===== src/rtl/uart_receiver.sv =====
// uart_receiver: 16x-oversampled 8N1/8E1/8O1 serial receiver with valid strobe and error flags
module uart_receiver #(
  parameter int DATA_BITS  = 8,
  parameter int OVERSAMPLE = 16,
  parameter int PARITY_EN  = 1,
  parameter int PARITY_ODD = 0
) (
  input  logic                 clk,
  input  logic                 reset,
  input  logic                 sample_ENABLE,
  input  logic                 rx_en,
  input  logic                 rx_d,
  output logic [DATA_BITS-1:0] rx_data,
  output logic                 rx_valid,
  output logic                 rx_perror,
  output logic                 rx_ferror,
  output logic                 rx_busy
);
  localparam int TW = $clog2(OVERSAMPLE);
  localparam int BW = $clog2(DATA_BITS);
  typedef enum logic [2:0] {IDLE, START, DATA, PARITY, STOP} state_t;
  state_t state, nxt;
  logic s1, rs, p, perr, fall, samp, wrap, done;
  logic [TW-1:0] tc;
  logic [BW-1:0] bi;
  logic [DATA_BITS-1:0] sh;
  assign fall = p & ~rs;
  assign samp = sample_ENABLE && tc == TW'(OVERSAMPLE/2-1);
  assign wrap = sample_ENABLE && tc == TW'(OVERSAMPLE-1);
  assign done = state == STOP && samp && rx_en;
  always_ff @(posedge clk)
    if (reset) state <= IDLE;
    else state <= nxt;
  always_comb begin
    nxt = state;
    if (state != IDLE && !rx_en) nxt = IDLE;
    else
      case (state)
        IDLE:    nxt = fall && rx_en ? START : IDLE;
        START:   nxt = samp && rs ? IDLE : wrap ? DATA : START;
        DATA:    nxt = wrap && bi == BW'(DATA_BITS-1) ? (PARITY_EN != 0 ? PARITY : STOP) : DATA;
        PARITY:  nxt = wrap ? STOP : PARITY;
        STOP:    nxt = samp ? IDLE : STOP;
        default: nxt = IDLE;
      endcase
  end
  always_comb rx_busy = state != IDLE;
  always_ff @(posedge clk)
    if (reset) begin
      s1 <= 1'b1;
      rs <= 1'b1;
      p <= 1'b1;
      tc <= '0;
      bi <= '0;
      sh <= '0;
      perr <= 1'b0;
      rx_data <= '0;
      rx_valid <= 1'b0;
      rx_perror <= 1'b0;
      rx_ferror <= 1'b0;
    end else begin
      s1 <= rx_d;
      rs <= s1;
      p <= rs;
      tc <= state == IDLE || wrap ? '0 : sample_ENABLE ? tc + 1'b1 : tc;
      bi <= state != DATA ? '0 : wrap ? bi + 1'b1 : bi;
      if (state == DATA && samp) sh[bi] <= rs;
      if (state == PARITY && samp) perr <= ^sh ^ rs ^ 1'(PARITY_ODD);
      rx_valid <= done;
      if (done) begin
        rx_data <= sh;
        rx_perror <= PARITY_EN != 0 && perr;
        rx_ferror <= ~rs;
      end
    end
endmodule


===== config.mk =====
export PLATFORM = sky130hd
export DESIGN_NAME = uart_receiver
export DESIGN_NICKNAME = d
export VERILOG_FILES = /design/src/rtl/uart_receiver.sv
export SDC_FILE = /design/constraint.sdc
export NUM_CORES = 1
export LEC_CHECK = 0
export ABC_AREA = 0
export CAP_MARGIN = 30
export CELL_PAD_IN_SITES_DETAIL_PLACEMENT = 2
export CELL_PAD_IN_SITES_GLOBAL_PLACEMENT = 2
export CORE_AREA = 2 2 60 76
export CTS_BUF_LIST = sky130_fd_sc_hd__clkbuf_4 sky130_fd_sc_hd__clkbuf_8
export DETAILED_ROUTE_END_ITERATION = 16
export DIE_AREA = 0 0 62 78
export GPL_TIMING_DRIVEN = 1
export PLACE_DENSITY_LB_ADDON = 0.25
export SLEW_MARGIN = 20
export SYNTH_ARGS = -nofsm -noshare
export SYNTH_HDL_FRONTEND = slang
export SYNTH_SLANG_ARGS = --single-unit

===== constraint.sdc =====
create_clock -name clk -period 3.9 [get_ports clk]
set_input_delay 0.78 -clock clk [delete_from_list [all_inputs] [get_ports clk]]
set_output_delay 0.78 -clock clk [all_outputs]
set_load 0.02 [all_outputs]

Word-level counts from Yosys, hierarchy flattened:

Index checks and enable logic that the tools add are counted.
Widths: inputs -> output; s select.

* bits of input ports: 5
* logic and storage cells: 56
* register bits after elaboration: 33
* output and inout port bits: 12

* equality and inequality tests: 8
* reductions and logical operators: 19
* $add $sub $neg: 2
* order comparisons: 2
* multiplexer cells: 10
* bitwise logic cells: 3

Operators by type and width (number)
* $pmux 3 s5: 1
* $logic_and 1x1->1: 11
* $bwmux 8: 1
* $reduce_xor 8->1: 1
* $eq 3x2->1 const B: 2
* $eq 3x3->1 const B: 2
* $mux 3: 2
* $reduce_or 2->1: 3
* $add 4x1->4 const B: 1
* $eq 4x3->1 const B: 1
* $eq 4x4->1 const B: 1
* $lt 3x4->1 const B: 1
* $mux 2: 2
* $add 3x1->3 const B: 1
* $demux 1 s3: 1
* $eq 3x1->1 const B: 1
* $ge 3x1->1 const B: 1
* $logic_not 3->1: 1
* $mux 1: 3
* $ne 3x2->1 const B: 1
* $reduce_bool 3->1: 1
* $and 1x1->1: 1
* $logic_not 1->1: 1
* $logic_or 1x1->1: 1
* other kinds (2): 2

Longest topological paths before layout:

Gate-level depths: netlist of the first run.

* depth in word-level cells: 5
* mapped depth: 6
* gate-level depth less buffers: 6

Least setup slack after synthesis of the first run:

Ideal clock, no wire load.

* path type: input to register
* start point: in sample_ENABLE
* end point: reg sh[7]
* library setup time: 0.128 ns
* required time: 3.772 ns
* data arrival time: 1.604 ns
* buffers on the path: 2
* stages on the path: 6
* path slack: 2.168 ns
* cell sequence: buf_2 -> and4b_1 -> buf_4 -> nand4_1 -> mux2i_1 -> nor2_1

* word-level cells in the longest chain between the ends: 2

RTL lines
* start, declared: line 10 `input logic sample_ENABLE,`
* $logic_and 1x1->1: line 28 `assign samp = sample_ENABLE && tc == TW'(OVERSAMPLE/2-1);`
* $logic_and 1x1->1: line 67 `if (state == DATA && samp) sh[bi] <= rs;`
* end signal, assigned by index: line 67
* end, declared: line 26 `logic [DATA_BITS-1:0] sh;`

Every way passes these cells.
A chain may end at the register's enable or synchronous reset.

Final worst setup path of the first run:

* start point: reg state[0]
* end point: out rx_busy

* word-level cells in the longest chain between the ends: 1

RTL lines
* start, declared: line 22 `state_t state, nxt;`
* start signal, assigned: line 33 `else state <= nxt;`
* $reduce_bool 3->1: line 47 `always_comb rx_busy = state != IDLE;`
* end, declared: line 17 `output logic rx_busy`

Every way passes these cells.

==> impl_metrics.tcl, run 1 <==
set metrics [dict create \
    grtUsageTotal_pct 17.0 \
    hold_path_depth 1 \
    period_minus_slack_ps 2570 \
    power.total_uw 627 \
    timing.fmax_mhz 389 \
    overflow 0 \
    vdd.ir_drop.worst_mv 0.166 \
    required_ps 3120 \
    yosysTopAreaCellShare_pct 42.7 \
    drt_iter0_drc 15 \
    cts_tree "done" \
    cts_buffers 5 \
    portBuffers 16 \
    finalHoldViolations 0 \
    ys_ff_latch 33 \
    hold_end "rs" \
    crit_path_start_kind "flop" \
    syn2layout_area_growth_pct 17.7 \
    diodes 0 \
    arrival_ps 1790 \
    synth_top_flop_cell "dfxtp_1" \
    worstMarginPinSlew_ps 470 \
    first_pass_iters 2 \
    relSlewSlack_pct 68.6 \
    synthCells 162 \
    ant_nets 0 \
    setup_viol_count_final 0 \
    rows 26 \
    synthTopCellsByArea "dfxtp_1, mux2i_1, nor2_1" \
    routed_wl_um 3660 \
    dp_cells 223 \
    holdCritStartpoint "s1" \
    synth_edf_count 0 \
    grt_pass1_wl_um 6020 \
    viasPerCell 5.23 \
    status "finished clean" \
    finClkSkew_ps 2.25 \
    die_area_um2 4840 \
    path_class "flop to output port" \
    die_x_um 62 \
    r2r-start "tc[0]" \
    final_nets 183 \
    wl_per_cell_um 15.8 \
    worstSetupStartpoint "state[0]" \
    grt_pass1_vias 1254 \
    grt_start_max_net_pins 27 \
    num_vias 1209 \
    yosys.area.top_type "dfxtp_1" \
    cts_setup_buffers 0 \
    r2r_setup_slack_ps 1930 \
    drc 0 \
    cts-hold-fix-buffers 0 \
    setup_tns_ps 0 \
    power.leakage_nw 0.780 \
    clk_path_buf_depth 2 \
    root_buffer "clkbuf_8" \
    cp-end-kind "output port" \
    r2r_cells 5 \
    synth_cell_types 36 \
    final_cells 231 \
    antenna_found_initial 0 \
    hold_path.class "flop to flop" \
    rsz0062_at_grt "no" \
    gp_congestion 0.786 \
    r2r-end "rx_ferror" \
    maxCapViolCount 0 \
    seq_area_frac_synth_pct 42.7 \
    fin_crit_sh_pct 65.8 \
    start_util_pct 38.0 \
    cp_max_fo 13 \
    yosys_warnings 0 \
    synth_area_um2 1550 \
    fillers 438 \
    finalMaxSlewViolations 0 \
    fp.coreArea_um2 4070 \
    drive_gt1_share_pct 9.14 \
    synthesis.nets 170 \
    io_pins 17 \
    cts_sinks 33 \
    ctsHtreeMaxLevel 2 \
    clk_latency_ps 280 \
    syn_area_per_cell_um2 9.55 \
    dpl.hpwl_um 2620 \
    utilization_pct 44.8 \
    die_height_um 78 \
    power_density_nw_per_um2 345 \
    ctsResizeCount 0 \
    ys_async_sr_fraction_pct 0 \
    path_clk_slew_ps 60 \
]
-- worst max path at each step --
stage | endpoint | slack [ps] | depth (start not counted)
floorplan | sh[7] | 2170 | 6
global placement | rx_ferror | 1160 | 5
detailed placement | rx_ferror | 1050 | 5
CTS | rx_busy | 1270 | 3
global route | rx_busy | 1210 | 3
finish | rx_busy | 1330 | 3
-- final cells by class --
cell class / count / area [µm²] / area share (%)
Tap cell: 56 / 70.1 / 3.85
Multi-Input combinational cell: 115 / 810 / 44.5
Sequential cell: 33 / 661 / 36.3
Clock buffer: 7 / 90.1 / 4.95
Timing Repair Buffer: 18 / 183 / 10.0
Inverter: 2 / 7.51 / 0.412
-- power breakdown --
| group | switching [mW] | total, mW | internal (mW) |
|---|---|---|---|
| Sequential | 0.00343 | 0.342 | 0.339 |
| Clock | 0.116 | 0.263 | 0.147 |
| Combinational | 0.0114 | 0.0221 | 0.0107 |
| Total | 0.131 | 0.627 | 0.496 |
-- state kept, by name (all words and copies together), names as in the netlist --
register and cells:
state 3, rs 1, rx_ferror 1, p 1, sh 8, perr 1, rx_valid 1, tc 4
rx_perror 1, bi 3, rx_data 8, s1 1
-- cells in the final DEF, fill, tap and decap left out, types with 2 or more instances in the layout --
cell type,n
nand2_1,8
xor2_1,4
nor2b_1,3
nand4_1,6
xnor2_1,4
clkbuf_8,6
nand2b_1,3
mux2i_1,18
clkdlybuf4s50_1,16
nand4b_1,4
ha_1,3
nor2_1,27
or2_2,3
xnor3_1,2
dfxtp_1,33
nand3_1,4
nor3_1,5
nor4_1,2
o21ai_0,2
inv_1,2
a21oi_1,4
-- routing by layer --
| metal | wire, µm | global-route usage, % | up-vias |
|---|---|---|---|
| li1 | - | - | 581 |
| met4 | 82 | 6.60 | 0 |
| met1 | 1460 | 18.8 | 603 |
| met3 | 94 | 4.00 | 8 |
| met5 | 0 | 0 | - |
| met2 | 2020 | 29.7 | 17 |
-- per-stage QoR --
stage / setup WS [ps] / cell area, µm² / hold WS [ps]
6_report: 1330 / 1820 / 416
4_1_cts: 1270 / 1810 / 417
2_1_floorplan: 2170 / 1550 / 389
5_1_grt: 1210 / 1820 / 434
3_3_place_gp: 1160 / 1720 / 393
3_5_place_dp: 1050 / 1720 / 402
-- cells in the mapped netlist (4+ instances only) --
cell type / number
a21oi_1: 4
clkbuf_1: 5
nand2_1: 8
nand3_1: 4
xor2_1: 4
xnor2_1: 4
dfxtp_1: 33
mux2i_1: 18
buf_2: 4
nand4_1: 6
nor2_1: 27
nand4b_1: 4
nor3_1: 5
-- logic make-up after synthesis --
kind of cell,synth area share (%)
flip-flops,42.7
AO/OA/AOI/OAI,3.97
AND/OR/NAND/NOR,26.9
adder cells (fa/ha/maj),2.43
multiplexers,11.7
buffers and inverters,4.94
XOR/XNOR,7.44
-- worst max-delay path, stage by stage, from the launching register on --
cell	delay, ps
dfxtp_1	450
nor3_1	430
inv_1	80
clkdlybuf4s50_1	550
Note: power is estimated with default switching activity, not from simulation.
==> run 2, diff against run 1 <==
CORE_AREA = 2 2 62 79   (was 2 2 60 76)
DIE_AREA = 0 0 64 81   (was 0 0 62 78)
clock period = 2.65 ns   (was 3.9 ns; I/O delays follow)
==> run 2 against run 1 <==
Against the previous run:
- critical path depth unchanged
- flip-flop and latch count unchanged
- count of clock-buffer cells in the layout down 1
- worst hold slack better by 3.5 ps
- clock skew up 1.5 ps
- first-iteration DRC count rose to 3.1 times the previous value
- largest power group unchanged
- non-clock buffer count up 1
- sequential power up 47%
- cell count up 2.6%
- register-to-register slack worse by 1000 ps
- die area up 7.2%
- combinational power up 46%
==> impl_metrics.tcl, run 2 (same netlist as run 1, synthesis figures left out) <==
set metrics [dict create \
    power_density_nw_per_um2 500 \
    p_sw_share_pct 22.6 \
    cts_setup_buffers 0 \
    gp_congestion 0.711 \
    portBuffers 16 \
    cp-end-kind "output port" \
    io_pins 17 \
    maxCapViolCount 0 \
    vdd.ir_drop.worst_mv 0.203 \
    cp_max_fo 8 \
    num_vias 1205 \
    gr-usage-met3_pct 2.91 \
    internal-power_uw 705 \
    cts_sinks 33 \
    clk_path_buf_depth 2 \
    fp.coreArea_um2 4520 \
    r2r-end "rx_ferror" \
    finalMaxSlewViolations 0 \
    relSlewSlack_pct 59.8 \
    wl_per_cell_um 16.2 \
    syn2layout_area_growth_pct 17.8 \
    p_clk_share_pct 41.4 \
    power_frac_comb_pct 3.5 \
    top_usage_layer "met2" \
    antenna_found_initial 0 \
    cts_buffers 5 \
    hold_path_depth 1 \
    first_pass_iters 4 \
    clk_latency_ps 280 \
    path_class "flop to output port" \
    viasPerCell 5.08 \
    period_minus_slack_ps 2240 \
    worstMarginPinSlew_ps 601 \
    routed_wl_um 3850 \
    die_x_um 64 \
    r2r_cells 5 \
    ctsResizeCount 0 \
    diodes 0 \
    cts_tree "done" \
    rows 28 \
    p_sw_uw 206 \
    overflow 0 \
    final_nets 184 \
    die_height_um 81 \
    grt_use_met1_pct 18.3 \
    setup_viol_count_final 0 \
    p_seq_share_pct 55.0 \
    grt_start_max_net_pins 17 \
    power.total_uw 911 \
    finClkSkew_ps 3.70 \
    holdCritStartpoint "s1" \
    r2r-start "tc[1]" \
    fin_crit_sh_pct 84.4 \
    grtUsageMet2_pct 31.0 \
    cts-hold-fix-buffers 0 \
    status "finished clean" \
    reg_top3 "rx_data (8), sh (8), tc (4)" \
    r2r_setup_slack_ps 920 \
    path_clk_slew_ps 70 \
    grt_pass1_wl_um 6540 \
    root_buffer "clkbuf_8" \
    rsz0062_at_grt "no" \
    fillers 503 \
    hold_path.class "flop to flop" \
    final_common_cell "dfxtp_1" \
    arrival_ps 1710 \
    dpl.hpwl_um 2910 \
    required_ps 2120 \
    drive_gt1_share_pct 10.2 \
    grt_pass1_vias 1307 \
    die_area_um2 5180 \
    finalHoldViolations 0 \
    start_util_pct 34.2 \
    drc 0 \
    final_cell_mix "dfxtp_1, nor2_1, mux2i_1" \
    grtUsageTotal_pct 16.6 \
    crit_path_start_kind "flop" \
    setup_tns_ps 0 \
    power.leakage_nw 0.784 \
    hold_end "rs" \
    drt_iter0_drc 46 \
    ctsHtreeMaxLevel 2 \
    ant_nets 0 \
    timing.fmax_mhz 447 \
]
==> run 2: cell count changes in the layout (fill, tap and decap cells not counted), sizes merged <==
cell    before  now
clkinv       0    2
clkbuf       7    6
buf          2    3
==> run 2: metrics by stage <==
| stage | hold WS (ps) | instances | utilization, % | instance area [µm²] | worst slack, ps |
|---|---|---|---|---|---|
| finish | 419 | 237 | 40.3 | 1820 | 413 |
| detailed placement | 400 | 229 | 38.4 | 1740 | 312 |
| global route | 428 | 237 | 40.3 | 1820 | 306 |
| floorplan | 389 | 162 | - | 1550 | 1170 |
| CTS | 420 | 237 | 40.3 | 1820 | 351 |
| global placement | 392 | 229 | 38.4 | 1740 | 426 |
==> run 2: routing by layer <==
layer  share of wire (%)  wire length (µm)
met5                   0                 0
met4                 1.6                61
met3                 1.9                74
met2                  56              2140
met1                  41              1570
==> run 2: how the worst max path moves through the flow <==
stage	from	slack, ps	cells after the start	to
floorplan	sample_ENABLE	1170	6	sh[7]
global placement	sample_ENABLE	430	5	rx_ferror
detailed placement	sample_ENABLE	310	5	rx_ferror
CTS	state[1]	350	3	rx_busy
global route	state[2]	310	3	rx_busy
finish	state[1]	410	3	rx_busy
==> run 2: area by class of cell <==
cell class                 count  area, µm²  area share, %
multi-input combinational    115        810           44.4
sequential                    33        661           36.3
timing repair buffer          19        183           10.0
clock buffer                   6       76.3           4.19
tap                           60       75.1           4.12
clock inverter                 2       10.0          0.549
inverter                       2       7.51          0.412
==> run 2: power groups by stage <==
| stage | Combinational [mW] | Sequential, mW | Clock [mW] |
|---|---|---|---|
| finish | 0.0322 | 0.502 | 0.377 |
| global route | 0.0349 | 0.502 | 0.415 |
| floorplan | 0.0200 | 0.511 | 0 |
| CTS | 0.0330 | 0.502 | 0.392 |
| detailed placement | 0.0329 | 0.513 | 0 |
| global placement | 0.0308 | 0.513 | 0 |
==> run 2: critical path: stages, from the launching register on <==
cell and delay, ps:
dfxtp_1 390, nor3_1 410, inv_1 80, clkdlybuf4s50_1 550
==> run 3, diff against run 2 <==
CORE_AREA = 2 2 65 82   (was 2 2 62 79)
DIE_AREA = 0 0 67 84   (was 0 0 64 81)
clock period = 2 ns   (was 2.65 ns; I/O delays follow)
==> run 3 against run 2 <==
Against the previous run:
- count of clock-buffer cells in the layout increased by 1
- flip-flop and latch count unchanged
- first-iteration DRC count decreased by 50%
- highest routed layer unchanged
==> impl_metrics.tcl, run 3 (same netlist as run 1, synthesis figures left out) <==
set metrics [dict create \
    status "finished clean" \
    die_height_um 84 \
    drc 0 \
    die_x_um 67 \
    fp.coreArea_um2 4930 \
    grtUsageTotal_pct 16.1 \
    io_pins 17 \
    timing.fmax_mhz 539 \
    fillers 557 \
    holdCritStartpoint "s1" \
    overflow 0 \
    die_area_um2 5630 \
    portBuffers 16 \
    grt_start_max_net_pins 20 \
    r2r-start "tc[0]" \
    cp_max_fo 8 \
    cts_sinks 33 \
    finalHoldViolations 0 \
    drt_iter0_drc 23 \
    power_frac_comb_pct 3.7 \
    p_sw_uw 265 \
    drive_gt1_share_pct 12.8 \
    relSlewSlack_pct 64.7 \
    setup_tns_ps 0 \
    rows 29 \
    cts_buffers 5 \
    p_seq_share_pct 53.9 \
    cp-end-kind "output port" \
    num_vias 1205 \
    syn2layout_area_growth_pct 21.0 \
    ctsHtreeMaxLevel 2 \
    critPathSlowestCell "clkdlybuf4s50_1" \
    vdd.ir_drop.worst_mv 0.344 \
    root_buffer "clkbuf_8" \
    start_util_pct 31.3 \
    worstSetupStartpoint "state[1]" \
    cts_setup_buffers 0 \
    crit_chain "nor3_2, inv_1, clkdlybuf4s50_1" \
    dpl.hpwl_um 2940 \
    final_cell_mix "dfxtp_1, nor2_1, mux2i_1" \
    diodes 0 \
    wl_per_cell_um 16.6 \
    clk_latency_ps 280 \
    first_pass_iters 4 \
    antenna_found_initial 0 \
    path_class "flop to output port" \
    routed_wl_um 3990 \
    fin_crit_sh_pct 92.8 \
    rsz0062_at_grt "no" \
    p_sw_share_pct 21.5 \
    cpPeakStageDelay_ps 540 \
    final_nets 187 \
    period_minus_slack_ps 1860 \
    maxCapViolCount 0 \
    setup_viol_count_final 0 \
    path_clk_slew_ps 70 \
    fin_area_um2 1870 \
    finalMaxSlewViolations 0 \
    p_clk_share_pct 42.4 \
    ant_nets 0 \
    grt_pass1_vias 1332 \
    power.total_mw 1.23 \
    arrival_ps 1460 \
    worstMarginPinSlew_ps 529 \
    final_common_cell "dfxtp_1" \
    clk_path_buf_depth 2 \
    finClkSkew_ps 7.90 \
    power.leakage_nw 0.805 \
    gp_congestion 0.715 \
    cts_tree "done" \
    crit_path_start_kind "flop" \
    viasPerCell 5.00 \
    internal-power_uw 969 \
    reg_top3 "rx_data (8), sh (8), tc (4)" \
    utilization_pct 37.9 \
    placed_cell_area_um2 1770 \
    required_ps 1600 \
    hold_path.class "flop to flop" \
    power_density_nw_per_um2 660 \
    grt_pass1_wl_um 6810 \
]
run 3: cell count changes in the layout (fill, tap and decap cells not counted):
cell	change
clkinv_2	-2
dfxtp_1	-2
nor3_2	+1
buf_12	+1
dfxtp_2	+2
nor3_1	-1
clkbuf_8	+1
buf_4	+2
run 3: metrics by stage:
step	hold WS (ps)	instances	worst slack, ps
finish	421	241	143
global route	435	241	90.8
CTS	425	241	9.76
detailed placement	407	234	80.3
global placement	400	234	143
floorplan	389	162	648
run 3: final cells by class:
cell class	instances	area, µm²	area share (%)
Clock buffer	7	90.1	4.82
Timing Repair Buffer	22	218	11.6
Inverter	2	7.51	0.401
Tap cell	62	77.6	4.15
Sequential cell	33	663	35.5
Multi-Input combinational cell	115	815	43.5
run 3: repair_timing:
| item | in CTS | in global routing |
|---|---|---|
| gates resized for setup | 0 | 3 |
| endpoints found under the setup margin | 0 | 1 |
| hold buffers | 0 | 0 |
run 3: power groups by stage:
stage	clock [mW]	sequential [mW]	combinational, mW
final	0.523	0.665	0.0455
after global routing	0.573	0.665	0.0499
after CTS	0.540	0.665	0.0458
after detailed placement	0	0.680	0.0458
after global placement	0	0.680	0.0444
after floorplan	0	0.677	0.0266
run 3: critical path, delay by kind of cell, from the launching register on:
kind          cells  cell delay [ps]
buf+inv           2              600
simple gates      1              210
flops             1              370
run 3: final timing paths:
path / slack (ps) / depth (start not counted) / endpoint
setup / recovery: 140 / 3 / rx_busy
setup reg to reg: 390 / 6 / rx_perror
hold / removal: 420 / 1 / rs
hold reg to reg: 420 / 1 / rs
run 3: routing by layer:
| metal | track usage [%] | part of all wire [%] | wire [µm] |
|---|---|---|---|
| met4 | 6.12 | 1.4 | 57 |
| met3 | 3.37 | 2.3 | 91 |
| met1 | 18.4 | 43 | 1730 |
| met5 | 0 | 0 | 0 |
| met2 | 28.3 | 53 | 2110 |
